===== config.mk =====
export PLATFORM = sky130hd
export DESIGN_NAME = secuenciador_pixeles_flat
export DESIGN_NICKNAME = d
export VERILOG_FILES = /design/src/rtl/secuenciador_pixeles_if.sv /design/src/rtl/secuenciador_pixeles.sv /design/src/flat_wrapper.sv
export SDC_FILE = /design/constraint.sdc
export NUM_CORES = 1
export LEC_CHECK = 0
export BUFFER_PORTS_ARGS = -buffer_cell sky130_fd_sc_hd__buf_2
export CAP_MARGIN = 30
export CORE_MARGIN = 8
export CORE_UTILIZATION = 45
export CTS_CLUSTER_SIZE = 40
export DETAILED_ROUTE_END_ITERATION = 10
export PLACE_DENSITY_LB_ADDON = 0.08
export RECOVER_POWER = 100
export SLEW_MARGIN = 10
export SYNTH_ARGS = -nofsm -noshare
export SYNTH_HDL_FRONTEND = slang
export SYNTH_SLANG_ARGS = --single-unit

===== constraint.sdc =====
create_clock -name clk -period 2 [get_ports clk]
set_input_delay 0.2 -clock clk [delete_from_list [all_inputs] [get_ports clk]]
set_output_delay 0.2 -clock clk [all_outputs]
set_load 0.03 [all_outputs]

===== src/rtl/secuenciador_pixeles_if.sv =====
// Bus between the filter datapath controller (master) and the pixel
// capture sequencer (slave).
//
// Handshake: there is no back-pressure toward the upstream side. A pixel
// moves in any cycle where the sequencer is in its transfer phase and
// dato_valido is high. guardar_dato is the qualifying strobe seen by the
// register bank in that same cycle. dato_valido low stalls the walk for as
// long as it stays low. iniciar_cambio is a level sampled on every rising
// clock edge. fin_cambio is a single-cycle completion pulse.
interface secuenciador_pixeles_if #(
    parameter int NUM_PIXELES = 4,
    parameter int IDX_W       = (NUM_PIXELES > 1) ? $clog2(NUM_PIXELES) : 1
);
    logic                   iniciar_cambio;
    logic [IDX_W:0]         cantidad;
    logic                   dato_valido;
    logic                   abortar;
    logic [NUM_PIXELES-1:0] guardar_dato;
    logic [IDX_W-1:0]       valor_pixel;
    logic                   ocupado;
    logic                   fin_cambio;

    modport master (
        output iniciar_cambio, cantidad, dato_valido, abortar,
        input  guardar_dato, valor_pixel, ocupado, fin_cambio
    );

    modport slave (
        input  iniciar_cambio, cantidad, dato_valido, abortar,
        output guardar_dato, valor_pixel, ocupado, fin_cambio
    );
endinterface


===== src/rtl/secuenciador_pixeles.sv =====
// Pixel-capture sequencer. It walks a pixel index from 0 to cuenta-1 and
// emits a one-hot store enable for each accepted pixel. It also supports
// stalls, abort, one queued start request and a done pulse.
module secuenciador_pixeles #(
    parameter int NUM_PIXELES = 4,
    parameter int IDX_W       = (NUM_PIXELES > 1) ? $clog2(NUM_PIXELES) : 1
) (
    input  logic                  clk,
    input  logic                  reset,
    secuenciador_pixeles_if.slave bus,
    output logic [1:0]            estado_dbg
);

    typedef enum logic [1:0] {
        E_INICIO = 2'b00,
        E_CAMBIO = 2'b01,
        E_FIN    = 2'b10
    } estado_t;

    localparam logic [IDX_W:0]         CUENTA_MAX = (IDX_W+1)'(NUM_PIXELES);
    localparam logic [NUM_PIXELES-1:0] UNO        = {{(NUM_PIXELES-1){1'b0}}, 1'b1};

    estado_t          estado, estado_sig;
    logic [IDX_W-1:0] indice, indice_sig;
    logic [IDX_W:0]   cuenta, cuenta_sig;
    logic             pendiente, pendiente_sig;
    logic             ultimo;

    // A count of 0 means the full bank, and anything larger is clamped to the bank size.
    function automatic logic [IDX_W:0] normalizar(input logic [IDX_W:0] c);
        if (c == '0 || int'(c) > NUM_PIXELES)
            return CUENTA_MAX;
        return c;
    endfunction

    assign ultimo     = ({1'b0, indice} == (cuenta - 1'b1));
    assign estado_dbg = estado;

    // State and datapath registers; asynchronous reset forces idle.
    always_ff @(posedge clk or negedge reset) begin
        if (!reset) begin
            estado    <= E_INICIO;
            indice    <= '0;
            cuenta    <= '0;
            pendiente <= 1'b0;
        end else begin
            estado    <= estado_sig;
            indice    <= indice_sig;
            cuenta    <= cuenta_sig;
            pendiente <= pendiente_sig;
        end
    end

    // Next-state and index/count/queue updates; abort overrides everything.
    always_comb begin
        estado_sig    = estado;
        indice_sig    = indice;
        cuenta_sig    = cuenta;
        pendiente_sig = pendiente;
        if (bus.abortar) begin
            estado_sig    = E_INICIO;
            indice_sig    = '0;
            pendiente_sig = 1'b0;
        end else begin
            case (estado)
                E_INICIO: begin
                    if (bus.iniciar_cambio) begin
                        cuenta_sig = normalizar(bus.cantidad);
                        indice_sig = '0;
                        estado_sig = E_CAMBIO;
                    end
                end
                E_CAMBIO: begin
                    // A start during a transfer is remembered once; repeats merge.
                    if (bus.iniciar_cambio)
                        pendiente_sig = 1'b1;
                    if (bus.dato_valido) begin
                        if (ultimo)
                            estado_sig = E_FIN;
                        else
                            indice_sig = indice + 1'b1;
                    end
                end
                E_FIN: begin
                    indice_sig    = '0;
                    pendiente_sig = 1'b0;
                    if (pendiente || bus.iniciar_cambio) begin
                        cuenta_sig = normalizar(bus.cantidad);
                        estado_sig = E_CAMBIO;
                    end else begin
                        estado_sig = E_INICIO;
                    end
                end
                default: begin
                    estado_sig    = E_INICIO;
                    indice_sig    = '0;
                    cuenta_sig    = '0;
                    pendiente_sig = 1'b0;
                end
            endcase
        end
    end

    // Outputs: the store enable is Mealy on dato_valido; the rest follows state.
    always_comb begin
        bus.guardar_dato = '0;
        bus.valor_pixel  = '0;
        bus.ocupado      = 1'b0;
        bus.fin_cambio   = 1'b0;
        case (estado)
            E_CAMBIO: begin
                bus.ocupado     = 1'b1;
                bus.valor_pixel = indice;
                if (bus.dato_valido)
                    bus.guardar_dato = UNO << indice;
            end
            E_FIN: begin
                bus.ocupado    = 1'b1;
                bus.fin_cambio = 1'b1;
            end
            default: ;
        endcase
    end

endmodule


===== src/flat_wrapper.sv =====
// flat-port wrapper written by rule: the top's interface ports become plain ports
module secuenciador_pixeles_flat 
#(
    parameter int NUM_PIXELES = 4,
    parameter int IDX_W       = (NUM_PIXELES > 1) ? $clog2(NUM_PIXELES) : 1
)
  (clk, reset, estado_dbg, bus_iniciar_cambio, bus_cantidad, bus_dato_valido, bus_abortar, bus_guardar_dato, bus_valor_pixel, bus_ocupado, bus_fin_cambio);
  secuenciador_pixeles_if #(.NUM_PIXELES(NUM_PIXELES), .IDX_W(IDX_W)) bus_i ();
  input  logic clk;
  input  logic reset;
  output logic [1:0] estado_dbg;
  input wire logic [$bits(bus_i.iniciar_cambio)-1:0] bus_iniciar_cambio;
  input wire logic [$bits(bus_i.cantidad)-1:0] bus_cantidad;
  input wire logic [$bits(bus_i.dato_valido)-1:0] bus_dato_valido;
  input wire logic [$bits(bus_i.abortar)-1:0] bus_abortar;
  output wire logic [$bits(bus_i.guardar_dato)-1:0] bus_guardar_dato;
  output wire logic [$bits(bus_i.valor_pixel)-1:0] bus_valor_pixel;
  output wire logic [$bits(bus_i.ocupado)-1:0] bus_ocupado;
  output wire logic [$bits(bus_i.fin_cambio)-1:0] bus_fin_cambio;
  assign bus_i.iniciar_cambio = bus_iniciar_cambio;
  assign bus_i.cantidad = bus_cantidad;
  assign bus_i.dato_valido = bus_dato_valido;
  assign bus_i.abortar = bus_abortar;
  assign bus_guardar_dato = bus_i.guardar_dato;
  assign bus_valor_pixel = bus_i.valor_pixel;
  assign bus_ocupado = bus_i.ocupado;
  assign bus_fin_cambio = bus_i.fin_cambio;
  secuenciador_pixeles #(.NUM_PIXELES(NUM_PIXELES), .IDX_W(IDX_W)) u_core (.clk(clk), .reset(reset), .bus(bus_i), .estado_dbg(estado_dbg));
endmodule

Word level (Yosys, flattened, before mapping). Cells that the tools add are included.

Memories: 0. Bits in writable memories: 0. Bits in latches: 0. ROM bits: 0. Input bits: 8. Register bits: 8. Logic and storage cells: 62.

Bitwise logic cells: 2. Multiply operators: 0. Reduce and logical (&&, ||, !) cells: 9. Shifts and indexed selects: 1. $add $sub $neg: 2. $lt $le $gt $ge: 1. Muxes and demuxes: 32. Div/mod/pow operators: 0. Eq/ne operators: 11.

Operators by type and width (count): 2-to-1 mux 2 bit (9); 2-to-1 mux 3 bit (5); 2-to-1 mux 1 bit (12); inequality test 3 bit (second input constant) (4); one-hot mux 3 bit (3 select lines) (1); 2-to-1 mux 4 bit (2); one-hot mux 2 bit (3 select lines) (1); AND reduction 3 bit (2); inequality test 2 bit (second input constant) (2); one-hot mux 2 bit (2 select lines) (1); AND reduction 4 bit (1); left shift 1 x 2 -> 4 bit (first input constant) (1); equality test 2 x 3 -> 1 bit (1); greater-than comparator 3 bit (second input constant) (1); zero test 3 bit (1); inequality test 3 x 2 -> 1 bit (second input constant) (1); subtractor 3 x 1 -> 3 bit (second input constant) (1); adder 2 x 1 -> 2 bit (second input constant) (1); equality test 2 x 1 -> 1 bit (second input constant) (1); equality test 2 bit (second input constant) (1); zero test 2 bit (1); logical OR 1 bit (2); inequality test 2 x 1 -> 1 bit (second input constant) (1); NOT 1 bit (2); 3 further kinds (3).

Longest topological paths before layout.
Depth in word-level cells: 9. Mapped depth: 6. Mapped depth without buffers: 6.

Worst setup path after synthesis. No wires, ideal clock.

Path kind: flip-flop to flip-flop. From: reg u_core.estado[0], in the netlist u_core.estado_dbg[0]. To: reg u_core.cuenta[2]. Setup slack: 0.103 ns. Arrival time: 1.772 ns. Required time: 1.875 ns. Cell stages (with the launch flop): 6. Path buffers: 0. Period minus slack after synthesis: 1.897 ns. Setup time: 0.125 ns. Path through: dfrtp_1 > inv_1 > ha_1 > a21oi_1 > o21ai_1 > mux2_2.

Word-level cells in the longest chain between the ends: 3. Elaborated cells between the ends (all ways): 8.

Ends and longest elaborated chain: start: declaration (line secuenciador_pixeles.sv:23) `estado_t estado, estado_sig;`; start signal: assignment (line secuenciador_pixeles.sv:47) `estado <= estado_sig;`; equality test 2 bit, or another cell as far along (line secuenciador_pixeles.sv:65) `case (estado)`; inequality test 2 x 1 -> 1 bit (no source line), or another cell as far along; AND reduction 4 bit (no source line); end signal: assignment (line secuenciador_pixeles.sv:49) `cuenta <= cuenta_sig;`; end: declaration (line secuenciador_pixeles.sv:25) `logic [IDX_W:0] cuenta, cuenta_sig;`.

Several ways; a longest one is shown, not always the timed one. A chain may end at the register's enable or synchronous reset.

Final worst setup path.
From: reg u_core.estado[1], in the netlist u_core.estado_dbg[1]. To: reg u_core.cuenta[2].

Same word-level chain as after synthesis.

==> impl_results.html <==
<table>
<tr><th>Metric</th><th>Value</th></tr>
<tr><th colspan="2">Timing</th></tr>
<tr><td>Headroom to the max-slew limit</td><td>65.8%</td></tr>
<tr><td>Worst-case hold slack</td><td>196 ps</td></tr>
<tr><td>Worst-Margin Slew</td><td>507 ps</td></tr>
<tr><td>Post-layout minimum cycle time</td><td>1800 ps</td></tr>
<tr><td>Clock Skew</td><td>1.48 ps</td></tr>
<tr><td>Post-route fraction of the period consumed by the critical path</td><td>90.0%</td></tr>
<tr><td>RSZ-0062 raised after global routing</td><td>no</td></tr>
<tr><td>Final-report setup violation count</td><td>0</td></tr>
<tr><td>Final TNS setup</td><td>0 ps</td></tr>
<tr><td>Highest clock frequency the design can meet</td><td>556 MHz</td></tr>
<tr><td>Final Slew Violations</td><td>0</td></tr>
<tr><td>Hold Fails Final Rpt</td><td>0</td></tr>
<tr><th colspan="2">Logic synthesis</th></tr>
<tr><td>Post-synth top flop</td><td>dfrtp_1</td></tr>
<tr><td>Synth Instances</td><td>just under 70</td></tr>
<tr><td>Number of enable-type register cells in the synthesized netlist</td><td>0</td></tr>
<tr><td>Count of yosys warnings during synthesis</td><td>0</td></tr>
<tr><td>Sequential area share after synthesis</td><td>a little under a third</td></tr>
<tr><td>Summed instance area of the synthesized netlist</td><td>653 µm²</td></tr>
<tr><td>Number of distinct standard cells referenced by the synthesized netlist</td><td>28</td></tr>
<tr><td>Dominant cell by count in the synthesized netlist</td><td>ha_1</td></tr>
<tr><td>Post-synthesis net count</td><td>between 80 and 90</td></tr>
<tr><td>Most instantiated cells after synthesis</td><td>ha_1 (11), inv_1 (9), dfrtp_1 (8)</td></tr>
<tr><td>Leading cell types by total area after synthesis</td><td>dfrtp_1 (31%), ha_1 (21%), mux2i_1 (6.1%), inv_1 (5.2%), and3_1 (3.8%)</td></tr>
<tr><td>Register bit count reported by yosys</td><td>8</td></tr>
<tr><td>Async set-or-reset flop fraction in the synthesized netlist</td><td>100%</td></tr>
<tr><td>Fraction of post-synthesis cell area in the top cell type by area</td><td>30.7%</td></tr>
<tr><td>Yosys top cell by area</td><td>dfrtp_1</td></tr>
<tr><td>Synth Area per Inst</td><td>9.47 µm²</td></tr>
<tr><th colspan="2">Die</th></tr>
<tr><td>Die height</td><td>54.1 µm</td></tr>
<tr><td>Width of the die</td><td>54.1 µm</td></tr>
<tr><td>Total die area</td><td>2930 µm²</td></tr>
<tr><td>Row Count</td><td>13</td></tr>
<tr><td>Standard cell core area</td><td>1330 µm²</td></tr>
<tr><td>Effective utilization at floorplan</td><td>49.0%</td></tr>
<tr><td>Count of pins on the block boundary</td><td>18</td></tr>
<tr><th colspan="2">Hold path</th></tr>
<tr><td>Number of cells on the worst hold path</td><td>2</td></tr>
<tr><td>Worst hold path startpoint</td><td>bus_abortar</td></tr>
<tr><td>Worst Hold Class</td><td>input port to register</td></tr>
<tr><td>Worst-case hold path end point</td><td>u_core.pendiente</td></tr>
<tr><th colspan="2">Setup path</th></tr>
<tr><td>Critical Setup Path Class</td><td>register to register</td></tr>
<tr><td>Critical register-to-register path endpoint</td><td>u_core.cuenta[2]</td></tr>
<tr><td>Critical path required time</td><td>roughly 2100 ps</td></tr>
<tr><td>Crit. End Element</td><td>register</td></tr>
<tr><td>Count of cells along the worst register-to-register path</td><td>5</td></tr>
<tr><td>Sort of element at the start of the critical path</td><td>register</td></tr>
<tr><td>Worst setup slack for register-to-register paths</td><td>200 ps</td></tr>
<tr><td>Reg-to-reg startpoint</td><td>u_core.estado_dbg[1]</td></tr>
<tr><td>Top fanout value on the critical path</td><td>6</td></tr>
<tr><td>Data arrival at the endpoint of the critical path</td><td>1930 ps</td></tr>
<tr><th colspan="2">Power and ir drop</th></tr>
<tr><td>Leakage power</td><td>0.435 nW</td></tr>
<tr><td>Power Total</td><td>1.05 mW</td></tr>
<tr><td>Highest ir drop seen on vdd</td><td>706 µV</td></tr>
<tr><td>Power density over the cells</td><td>roughly 1400 nW/µm²</td></tr>
<tr><th colspan="2">Placement</th></tr>
<tr><td>Last weighted congestion value of the routability-driven placer</td><td>between 0.6 and 0.7</td></tr>
<tr><td>Count of port buffers added during placement</td><td>17</td></tr>
<tr><td>Final HPWL DP</td><td>1.09 mm</td></tr>
<tr><th colspan="2">Layout</th></tr>
<tr><td>Fill count</td><td>~140</td></tr>
<tr><td>Util after Layout</td><td>58.4%</td></tr>
<tr><td>Number of nets at the end of the flow</td><td>approximately 110</td></tr>
<tr><td>Count of antenna diodes in the layout</td><td>0</td></tr>
<tr><td>Area growth, synth to finish</td><td>19.3%</td></tr>
<tr><td>Ratio of cells with drive above 1 in the final layout</td><td>about a fifth</td></tr>
<tr><th colspan="2">Drt</th></tr>
<tr><td>Average routed wire per standard cell</td><td>about 12 µm</td></tr>
<tr><td># DRC</td><td>0</td></tr>
<tr><td>DR pass1 iterations</td><td>4</td></tr>
<tr><td>DR vias</td><td>546</td></tr>
<tr><td>Post-Route WL</td><td>1.30 mm</td></tr>
<tr><td>Drt first-iter violations</td><td>13</td></tr>
<tr><td>Antenna Nets Post-Route</td><td>0</td></tr>
<tr><td>Via density</td><td>between 5 and 6</td></tr>
<tr><th colspan="2">Global route</th></tr>
<tr><td>Vias in the first global route</td><td>533</td></tr>
<tr><td>Largest net degree at the start of global routing</td><td>11</td></tr>
<tr><td>Total track usage</td><td>about a tenth</td></tr>
<tr><td>Antenna violations before repair</td><td>0</td></tr>
<tr><td>Wire length of the first global-routing pass</td><td>2.17 mm</td></tr>
<tr><td>Congestion Overflow GR</td><td>0</td></tr>
<tr><th colspan="2">Job</th></tr>
<tr><td>Max capacitance violation total</td><td>0</td></tr>
<tr><th colspan="2">Clock tree</th></tr>
<tr><td>CTS Buffer Depth</td><td>2</td></tr>
<tr><td>Maximum level of the CTS H-tree</td><td>1</td></tr>
<tr><td>Number of CTS-inserted buffers</td><td>3</td></tr>
<tr><td>Clk sink count</td><td>8</td></tr>
<tr><td>CTS clk-pin slew, worst paths</td><td>60 ps</td></tr>
<tr><td>Buffers inserted by post-CTS timing repair</td><td>0</td></tr>
<tr><td>CTS tree</td><td>built</td></tr>
<tr><td>Master cell of the clock root buffer</td><td>clkbuf_4</td></tr>
<tr><td>Clock latency reported for the late side of the worst-skew pair</td><td>250 ps</td></tr>
<tr><th colspan="2">Outcome</th></tr>
<tr><td>Outcome</td><td>finished clean</td></tr>
</table>
[how the worst max path moves through the flow]
stage | startpoint | to | slack, ps | cells after the start
2_1_floorplan | u_core.estado_dbg[0] | u_core.cuenta[2] | 100 | 5
3_3_place_gp | u_core.estado_dbg[0] | u_core.cuenta[2] | 340 | 5
3_5_place_dp | u_core.estado_dbg[1] | u_core.cuenta[2] | 350 | 5
4_1_cts | u_core.estado_dbg[1] | bus_guardar_dato[2] | 270 | 4
5_1_grt | u_core.estado_dbg[1] | u_core.cuenta[2] | 120 | 5
6_report | u_core.estado_dbg[1] | u_core.cuenta[2] | 200 | 5
[cell usage in the layout, fill, tap and decap left out, drive strengths merged, types with 2 or more instances in the layout]
cell type  instances
inv                9
xor2               2
ha                11
o21ai              2
buf                7
a21oi              2
nor2               4
a31oi              2
mux2i              4
nand2              3
and3               4
and2               2
nand2b             3
clkbuf            13
dfrtp              8
[report_power, final]
part | leakage (nW) | total (mW) | internal [mW] | switching, mW
clock network | 0.0138 | 0.124 | 0.0687 | 0.0551
logic | 0.316 | 0.639 | 0.233 | 0.405
registers | 0.105 | 0.290 | 0.226 | 0.0640
[state kept, by name (all words and copies together), names as in the netlist]
register,count
u_core.estado_dbg,2
u_core.indice,2
u_core.cuenta,3
u_core.pendiente,1
[worst max-delay path, cell delays in order (launching register included)]
cell and delay, ps:
dfrtp_1 410, inv_1 130, ha_1 270, a21oi_1 60
o21ai_0 420, mux2_2 390
[what timing repair did]
action	4_1_cts	5_1_grt
endpoints found under the hold margin	8	0
resized for setup	0	0
hold buffers	1	0
[cell families (layout without fill, tap and decap cells)]
| kind of cell | Yosys count | count (layout) | share of synthesized area, % |
|---|---|---|---|
| compound gates | 11 | 11 | 11.7 |
| xor+xnor | 3 | 3 | 4.02 |
| fa+ha+maj | 11 | 11 | 21.1 |
| buf+inv | 9 | 30 | 5.17 |
| flops | 8 | 8 | 30.7 |
| mux | 5 | 5 | 7.85 |
| simple gates | 22 | 22 | 19.5 |
[stage by stage]
step / instance area, µm² / worst slack (ps) / std cells
2_1_floorplan: 653 / 103 / 69
3_5_place_dp: 757 / 348 / 101
3_3_place_gp: 757 / 343 / 101
5_1_grt: 779 / 116 / 105
4_1_cts: 790 / 270 / 105
6_report: 779 / 201 / 105
[layout make-up]
class                   instances  area (µm²)  area share, %
multi-input cells              52         415           53.3
flip-flops and latches          8         200           25.7
repair buffers                 18        88.8           11.4
inverters                       9        33.8           4.33
clock buffers                   3        22.5           2.89
well taps                      15        18.8           2.41
[routing by layer]
layer | up-vias | global-route usage (%) | wire (µm)
met5 | - | 0 | 0
met4 | 0 | 2.46 | 0
met3 | 0 | 3.58 | 100
met2 | 12 | 16.0 | 587
met1 | 256 | 11.7 | 614
li1 | 278 | - | -
Power figures use the tool's default switching activity.
